File: src/rtl/muller_c_pkg.sv
// Shared state encoding, per-state C-element drive levels and counter width
// for the Muller C-element characterisation sequencer.
package muller_c_pkg;

    localparam int CNT_W = 8;

    typedef enum logic [2:0] {
        ST_IDLE,
        ST_RISE,
        ST_HOLD_H,
        ST_FALL,
        ST_HOLD_L,
        ST_RECOVER,
        ST_DONE
    } state_t;

    // {A,B} levels applied to the element while in each state
    localparam logic [1:0] AB_IDLE    = 2'b00;
    localparam logic [1:0] AB_RISE    = 2'b11;
    localparam logic [1:0] AB_HOLD_H  = 2'b10;
    localparam logic [1:0] AB_FALL    = 2'b00;
    localparam logic [1:0] AB_HOLD_L  = 2'b01;
    localparam logic [1:0] AB_RECOVER = 2'b00;
    localparam logic [1:0] AB_DONE    = 2'b00;

    function automatic logic [1:0] drive_ab(input state_t s);
        logic [1:0] ab;
        case (s)
            ST_IDLE:    ab = AB_IDLE;
            ST_RISE:    ab = AB_RISE;
            ST_HOLD_H:  ab = AB_HOLD_H;
            ST_FALL:    ab = AB_FALL;
            ST_HOLD_L:  ab = AB_HOLD_L;
            ST_RECOVER: ab = AB_RECOVER;
            ST_DONE:    ab = AB_DONE;
            default:    ab = AB_IDLE;
        endcase
        return ab;
    endfunction

endpackage

File: src/rtl/muller_c_sync2.sv
// Two-flop synchronizer for the asynchronous C-element output; two edges of
// latency, resets both stages to 0.
module muller_c_sync2 (
    input  logic clk,
    input  logic rst,
    input  logic d,
    output logic q
);

    logic meta;

    always_ff @(posedge clk or posedge rst) begin
        if (rst) begin
            meta <= 1'b0;
            q    <= 1'b0;
        end else begin
            meta <= d;
            q    <= meta;
        end
    end

endmodule

File: src/rtl/muller_c_sequencer.sv
// Round-robin shares one C-element and runs a rise/hold/fall/hold handshake per grant;
// grant 1 cycle after request, 3+HOLD_CYC+3+HOLD_CYC+1 cycles per ideal transaction.
module muller_c_sequencer
    import muller_c_pkg::*;
#(
    parameter int NREQ     = 4,
    parameter int TIMEOUT  = 16,
    parameter int HOLD_CYC = 4
) (
    input  logic            wb_clk_i,
    input  logic            wb_rst_i,
    input  logic [NREQ-1:0] req_i,
    output logic [NREQ-1:0] gnt_o,
    output logic [NREQ-1:0] done_o,
    output logic            err_o,
    output logic            busy_o,
    output logic            c_a_o,
    output logic            c_b_o,
    input  logic            c_y_i
);

    localparam int IDX_W = (NREQ > 1) ? $clog2(NREQ) : 1;
    localparam logic [CNT_W-1:0] TO_LAST   = CNT_W'(TIMEOUT - 1);
    localparam logic [CNT_W-1:0] HOLD_LAST = CNT_W'(HOLD_CYC - 1);
    localparam logic [CNT_W-1:0] SETTLE    = CNT_W'(2);
    localparam logic [CNT_W-1:0] CNT_MAX   = '1;
    localparam logic [CNT_W-1:0] CNT_ONE   = CNT_W'(1);
    localparam logic [NREQ-1:0]  ONE_HOT0  = NREQ'(1);

    state_t           state;
    state_t           state_nxt;
    logic [CNT_W-1:0] cnt;
    logic             fail;
    logic             fail_nxt;
    logic [IDX_W-1:0] last;
    logic [IDX_W-1:0] pick_idx;
    logic             y_s;

    // First set bit searching upward from from+1 with wrap; lowest offset wins.
    function automatic logic [IDX_W-1:0] rr_pick(input logic [NREQ-1:0] req,
                                                 input logic [IDX_W-1:0] from);
        logic [IDX_W-1:0] idx;
        logic [NREQ-1:0]  sh;
        int               cand;
        idx = from;
        for (int k = NREQ; k >= 1; k--) begin
            cand = (int'(from) + k) % NREQ;
            sh   = req >> cand;
            if (sh[0]) idx = cand[IDX_W-1:0];
        end
        return idx;
    endfunction

    muller_c_sync2 u_sync (
        .clk (wb_clk_i),
        .rst (wb_rst_i),
        .d   (c_y_i),
        .q   (y_s)
    );

    assign pick_idx = rr_pick(req_i, last);

    always_ff @(posedge wb_clk_i or posedge wb_rst_i) begin
        if (wb_rst_i) state <= ST_IDLE;
        else          state <= state_nxt;
    end

    always_comb begin
        state_nxt = state;
        fail_nxt  = fail;
        case (state)
            ST_IDLE: begin
                if (|req_i) state_nxt = ST_RISE;
            end
            ST_RISE: begin
                if (y_s) begin
                    state_nxt = ST_HOLD_H;
                end else if (cnt == TO_LAST) begin
                    state_nxt = ST_RECOVER;
                    fail_nxt  = 1'b1;
                end
            end
            ST_HOLD_H: begin
                if (!y_s) fail_nxt = 1'b1;
                if (cnt == HOLD_LAST) state_nxt = fail_nxt ? ST_RECOVER : ST_FALL;
            end
            ST_FALL: begin
                if (!y_s) begin
                    state_nxt = ST_HOLD_L;
                end else if (cnt == TO_LAST) begin
                    state_nxt = ST_RECOVER;
                    fail_nxt  = 1'b1;
                end
            end
            ST_HOLD_L: begin
                if (y_s) fail_nxt = 1'b1;
                if (cnt == HOLD_LAST) state_nxt = ST_DONE;
            end
            ST_RECOVER: begin
                // y_s still reflects the old drive for the first two cycles
                if ((!y_s && cnt >= SETTLE) || cnt == TO_LAST) state_nxt = ST_DONE;
            end
            ST_DONE: begin
                state_nxt = ST_IDLE;
                fail_nxt  = 1'b0;
            end
            default: state_nxt = ST_IDLE;
        endcase
    end

    always_ff @(posedge wb_clk_i or posedge wb_rst_i) begin
        if (wb_rst_i) begin
            cnt   <= '0;
            fail  <= 1'b0;
            gnt_o <= '0;
            last  <= IDX_W'(NREQ - 1);
            c_a_o <= 1'b0;
            c_b_o <= 1'b0;
        end else begin
            if (state_nxt != state) cnt <= '0;
            else if (cnt != CNT_MAX) cnt <= cnt + CNT_ONE;
            fail <= fail_nxt;
            if (state == ST_IDLE && state_nxt == ST_RISE) begin
                gnt_o <= ONE_HOT0 << pick_idx;
                last  <= pick_idx;
            end else if (state == ST_DONE) begin
                gnt_o <= '0;
            end
            {c_a_o, c_b_o} <= drive_ab(state_nxt);
        end
    end

    always_comb begin
        busy_o = (state != ST_IDLE);
        done_o = '0;
        err_o  = 1'b0;
        if (state == ST_DONE) begin
            done_o = gnt_o;
            err_o  = fail;
        end
    end

endmodule

File: config.mk
export PLATFORM = sky130hd
export DESIGN_NAME = muller_c_sequencer
export DESIGN_NICKNAME = d
export VERILOG_FILES = /design/src/rtl/muller_c_pkg.sv /design/src/rtl/muller_c_sync2.sv /design/src/rtl/muller_c_sequencer.sv
export SDC_FILE = /design/constraint.sdc
export NUM_CORES = 1
export LEC_CHECK = 0
export CORE_MARGIN = 10
export CORE_UTILIZATION = 40
export CTS_CLUSTER_SIZE = 20
export DETAILED_ROUTE_END_ITERATION = 8
export PLACE_DENSITY_LB_ADDON = 0.08
export SYNTH_ARGS = -nofsm -noshare
export SYNTH_HDL_FRONTEND = slang
export SYNTH_SLANG_ARGS = --single-unit
File: constraint.sdc
create_clock -name wb_clk_i -period 4.3 [get_ports wb_clk_i]
set_input_delay 0.86 -clock wb_clk_i [delete_from_list [all_inputs] [get_ports wb_clk_i]]
set_output_delay 0.86 -clock wb_clk_i [all_outputs]
set_load 0.03 [all_outputs]
# ---- Yosys cells after proc, flatten, opt, wreduce, memory -nomap -nowiden
# Cells that the tools add are included.
dict set report totals {
  word_cells 82
  inputBits 7
  reg_bits 22
}
dict set report op_classes {
  n_addsub 5
  reduce_logical 15
  order_cmp 1
  shifts 5
  bitwise_logic 4
  mux 27
  n_eq_ne 16
}
# operator n
set ops {}
lappend ops {{$shr A4 B32 Y1} 4}
lappend ops {{$mux W3} 8}
lappend ops {{$pmux W3 S6} 1}
lappend ops {{$mux W8} 2}
lappend ops {{$eq A3 B3 Y1 const B} 4}
lappend ops {{$mux W4} 3}
lappend ops {{$eq A3 B2 Y1 const B} 3}
lappend ops {{$add A8 B1 Y8 const B} 1}
lappend ops {{$eq A8 B2 Y1 const B} 1}
lappend ops {{$eq A8 B4 Y1 const B} 1}
lappend ops {{$ge A8 B2 Y1 const B} 1}
lappend ops {{$mux W2} 4}
lappend ops {{$ne A8 B8 Y1 const B} 1}
lappend ops {{$reduce_or A2 Y1} 4}
lappend ops {{$mux W1} 7}
lappend ops {{$eq A3 B1 Y1 const B} 2}
lappend ops {{$pmux W2 S3} 1}
lappend ops {{$pmux W1 S5} 1}
lappend ops {{$reduce_bool A5 Y1} 1}
lappend ops {{$add A2 B1 Y2 const B} 2}
lappend ops {{$add A2 B2 Y2 const B} 2}
lappend ops {{$and A1 B1 Y1 const A} 4}
lappend ops {{$ne A2 B1 Y1 const B} 2}
lappend ops {{$reduce_and A4 Y1} 1}
lappend ops {{10 further kinds} 12}

# ---- Longest topological paths before layout
dict set report logic_depth {
  ltp_word 10
  ltp_mapped 7
}

# ---- By module
# Synthesis repeated with hierarchy kept, for this count alone.
dict set report unflattened {
  cells_unflattened 157
  hier_area_um2 1418.9
}
# mod seq_area_each_um2 instances cells_per_inst area_each_um2
set modules_own_cells {}
lappend modules_own_cells {muller_c_sequencer 503.0 1 154 1365.1}
lappend modules_own_cells {muller_c_sync2 50.0 1 3 53.8}

# ---- Worst setup path before layout
# OpenSTA, ideal clock, no wires.
dict set report synth_path {
  path_kind {input port to flip-flop}
  from {input req_i[1]}
  to {register c_a_o}
  arrival_ns 2.166
  setup_ns 0.120
  t_required_ns 4.180
  slack_ns 2.014
  path_stages 5
  path_cell_list {nor4_1 o22ai_1 or2_2 o211a_1 o211a_1}
}
dict set report synth_between {
  elab_chain_cells 5
  word_cells_on_any_way 7
  classes_between {eq/ne: 3; mux: 3; reduce/logical: 1}
}
# element line_no
set synth_rtl {}
lappend synth_rtl {{start: declaration} muller_c_sequencer.sv:12} ;# input logic [NREQ-1:0] req_i,
lappend synth_rtl {{$reduce_or A4 Y1 (*)} muller_c_sequencer.sv:73} ;# if (|req_i) state_nxt = ST_RISE;
lappend synth_rtl {{$mux W3 (*)} muller_c_sequencer.sv:73}
lappend synth_rtl {{$pmux W3 S6 (*)} muller_c_sequencer.sv:71} ;# case (state)
lappend synth_rtl {{$eq A3 B3 Y1 (tied with other cells)} muller_c_pkg.sv:28} ;# case (s)
lappend synth_rtl {{$pmux W2 S3 (*)} muller_c_pkg.sv:28}
lappend synth_rtl {{end signal: assignment} muller_c_sequencer.sv:129} ;# {c_a_o, c_b_o} <= drive_ab(state_nxt);
lappend synth_rtl {{end: declaration} muller_c_sequencer.sv:17} ;# output logic c_a_o,
# Mark *: on every way between the ends. The rest lies on a longest branch, timed or not.
# A chain may end at the register's enable or synchronous reset.

# ---- Worst setup path after layout
dict set report layout_path {
  from {register state[1]}
  to {output done_o[2]}
}
dict set report layout_between {
  elab_chain_cells 2
}
# element line_no
set layout_rtl {}
lappend layout_rtl {{start: declaration} muller_c_sequencer.sv:30} ;# state_t state;
lappend layout_rtl {{start signal: assignment} muller_c_sequencer.sv:65} ;# else state <= state_nxt;
lappend layout_rtl {{$eq A3 B3 Y1} muller_c_sequencer.sv:137} ;# if (state == ST_DONE) begin
lappend layout_rtl {{$mux W4} muller_c_sequencer.sv:137}
lappend layout_rtl {{end: declaration} muller_c_sequencer.sv:14} ;# output logic [NREQ-1:0] done_o,
# No other way between the ends.

==> flow_metrics.env <==
export IMPL_cts_tree="done"
export IMPL_worstPathArrival_ps=2300
export IMPL_min_path_type="register to register"
export IMPL_drt_first_pass_iters=4
export IMPL_cp_start_kind="register"
export IMPL_hold_path_depth=0
export IMPL_routedWlPerCell_um=15.0
export IMPL_grt_usage_pct=10.7
export IMPL_vias=1288
export IMPL_io_pin_count=19
export IMPL_outcome="finished, final reports clean"
export IMPL_grt_remaining_overflow=0
export IMPL_clock_sinks=22
export IMPL_multi_input_area_um2=838
export IMPL_worst_path_max_fanout=12
export IMPL_yosysTopAreaCell="dfrtp_1"
export IMPL_die_width_um=80.3
export IMPL_yosysSeqAreaShare_pct=38.1
export IMPL_fin_skew_ps=1.25
export IMPL_htreeDepth=1
export IMPL_ff2ff_path_depth=5
export IMPL_antenna_found_initial=0
export IMPL_yosys_area_top_type_share_pct=34.5
export IMPL_area_delta_synth_final_pct=16.5
export IMPL_slew_viol_final=0
export IMPL_nets=187
export IMPL_regArea_um2=553
export IMPL_syn_area_per_cell_um2=8.91
export IMPL_dpl_worst_slack_ps=1310
export IMPL_cp_end_kind="primary output"
export IMPL_power_density_mw_per_mm2=614
export IMPL_min_delay_worst_endpoint="u_sync.q$_DFF_PP0_"
export IMPL_finalSetupTns_ps=0
export IMPL_cap_violations=0
export IMPL_synth_area_leaders="dfrtp_1, dfstp_2, nor3_1, o21ai_0, nand3_1"
export IMPL_rows=21
export IMPL_remaining_drc_errors=0
export IMPL_port_buffers=18
export IMPL_grt_pass1_wl_um=5710
export IMPL_synth_cells=163
export IMPL_setup_worst_path_start="state[1]$_DFF_PP0_"
export IMPL_drive_above_1_share_pct=11.3
export IMPL_postCtsSetupRepairBufs=0
export IMPL_finalPower_mw=1.04
export IMPL_die_area_mm2=0.00644
export IMPL_grt_pass1_vias=1267
export IMPL_yosysWarnings=0
export IMPL_criticalPathCategory="register to primary output"
export IMPL_gp_congestion=0.848
export IMPL_grt_max_degree=23
export IMPL_initial_utilization_pct=42.5
export IMPL_routed_wl_um=3330
export IMPL_min_from="u_sync.meta$_DFF_PP0_"
export IMPL_leakage_nw=0.702
export IMPL_setup_viol=0
export IMPL_via_per_inst=5.78
export IMPL_ir_drop_v=0.000295
export IMPL_finalHoldViolCount=0
export IMPL_cts_root_buf="clkbuf_4"
export IMPL_fill_cells=327
export IMPL_ys_async_sr_fraction_pct=100
export IMPL_tightest_slew_ps=945
export IMPL_regToRegStartpoint="cnt[4]$_DFFE_PP0P_"
export IMPL_dp_hpwl_um=2550
export IMPL_grt_setup_unrepaired="false"
export IMPL_cp_required_ps=3440
export IMPL_cts_inserted_buffers=3
export IMPL_synth_edf_count=0
export IMPL_coreArea_mm2=0.00342
export IMPL_first_iter_violations=169
export IMPL_clkTransAtPathRegs_ps=130
export IMPL_slew_limit_headroom_pct=36.4
export IMPL_reg2reg_slack_ps=1680
export IMPL_antenna_left=0
export IMPL_min_period_over_period_pct=73.4
export IMPL_final_min_clock_period_ps=3160
export IMPL_reg2reg_to="cnt[6]$_DFFE_PP0P_"
export IMPL_antennaDiodeCount=0
export IMPL_syn_area_mm2=0.00145
export IMPL_yosys_cell_types_count=49
export IMPL_die_y_um=80.3
export IMPL_synthFlopType="dfrtp_1"
export IMPL_fmax_mhz=317
export IMPL_ys_ff_latch=22
export IMPL_ctsHoldBuffers=0
export IMPL_cts_max_path_buffers=2
export IMPL_post_cts_resized=0
export IMPL_insertion_delay_ps=310
export IMPL_synth_nets=172
export IMPL_worst_slack_ps=1140
==> metal layers <==
| layer | up-vias | GRT usage, % | share of wire, % |
|---|---|---|---|
| met1 | 620 | 13.5 | 47 |
| met5 | - | 0 | 0 |
| met4 | 0 | 2.99 | 1.0 |
| li1 | 636 | - | - |
| met2 | 28 | 18.1 | 48 |
| met3 | 4 | 1.67 | 4.3 |
==> area by class of cell <==
| cell class | count | share of cell area (%) |
|---|---|---|
| clock buffer | 4 | 2.14 |
| inverter | 7 | 1.55 |
| tap | 46 | 3.40 |
| sequential | 22 | 32.7 |
| multi-input combinational | 126 | 49.6 |
| timing repair buffer | 18 | 10.7 |
==> stage by stage <==
step | util, % | hold WS, ps | cell area, um^2 | instances
floorplan | - | 331 | 1450 | 163
global placement | 48.5 | 333 | 1660 | 219
detailed placement | 48.5 | 336 | 1660 | 219
CTS | 49.5 | 366 | 1690 | 223
global route | 49.5 | 376 | 1690 | 223
finish | 49.5 | 364 | 1690 | 223
==> critical path, cell delays in order, from the launching register on <==
cell and delay, ps:
dfrtp_1 610, nand2b_1 230, nor2_1 290, and2_1 180, clkdlybuf4s50_1 670
==> report_power, final <==
part / internal [mW] / switching (mW)
clock network: 0.0517 / 0.0660
registers: 0.272 / 0.0769
logic: 0.237 / 0.335
total: 0.561 / 0.478
==> cells by family after synthesis <==
group	count (synthesis)	synth area share (%)
adders and majority gates	2	1.72
xor gates and xnor gates	3	1.81
DFF	22	38.1
buffers and inverters	15	4.22
muxes	3	2.15
AOI/OAI and AO/OA	42	22.8
and+or+nand+nor	76	29.2
==> cell usage after synthesis, types with 2 or more instances <==
cell and n:
nor2_1 10, a21boi_0 2, nor3_1 10, and3_1 2, a31oi_1 5, o22ai_1 2, ha_1 2, nand3b_1 3
nand2_1 10, or2_2 3, nand3_1 9, clkbuf_1 6, xor2_1 2, o21ai_0 10, nor4_1 6, a211oi_1 2
nand2b_1 5, o211a_1 2, nand4_1 2, nor2b_1 3, dfstp_2 2, mux2i_1 2, inv_1 7, a2111oi_2 2
a21oi_1 6, dfrtp_1 20, and2_1 6
==> placed cells by master, fill, tap and decap left out, types with 2 or more instances in the layout <==
cell / netlist / layout
a2111oi_2: 2 / 2
a21boi_0: 2 / 2
nand2_1: 10 / 10
nor2_1: 10 / 10
dfstp_2: 2 / 2
a21oi_1: 6 / 6
o21ai_0: 10 / 10
o211a_1: 2 / 2
o22ai_1: 2 / 2
a31oi_1: 5 / 5
nand2b_1: 5 / 5
nand3_1: 9 / 9
clkbuf_4: 0 / 3
clkdlybuf4s50_1: 0 / 18
ha_1: 2 / 2
mux2i_1: 2 / 2
nand3b_1: 3 / 3
and3_1: 2 / 2
or2_2: 3 / 3
nand4_1: 2 / 2
nor3_1: 10 / 10
inv_1: 7 / 7
a211oi_1: 2 / 2
xor2_1: 2 / 2
nor2b_1: 3 / 3
dfrtp_1: 20 / 20
and2_1: 6 / 6
nor4_1: 6 / 6
==> flip-flops by register name (all words and copies together), names as in the netlist <==
signal,cells
cnt,8
gnt_o,4
state,3
last,2
c_a_o,1
c_b_o,1
fail,1
u_sync.meta,1
u_sync.q,1
==> how the worst max path moves through the flow <==
stage | end | cells after the start | slack, ps
after CTS | done_o[2] | 4 | 1150
after global placement | cnt[2]$_DFFE_PP0P_ | 5 | 1370
after detailed placement | cnt[2]$_DFFE_PP0P_ | 5 | 1310
final | done_o[2] | 4 | 1140
after global routing | done_o[2] | 4 | 1000
after floorplan | c_a_o$_DFF_PP0_ | 5 | 2010
No activity file was read; power rests on OpenSTA's default activity.
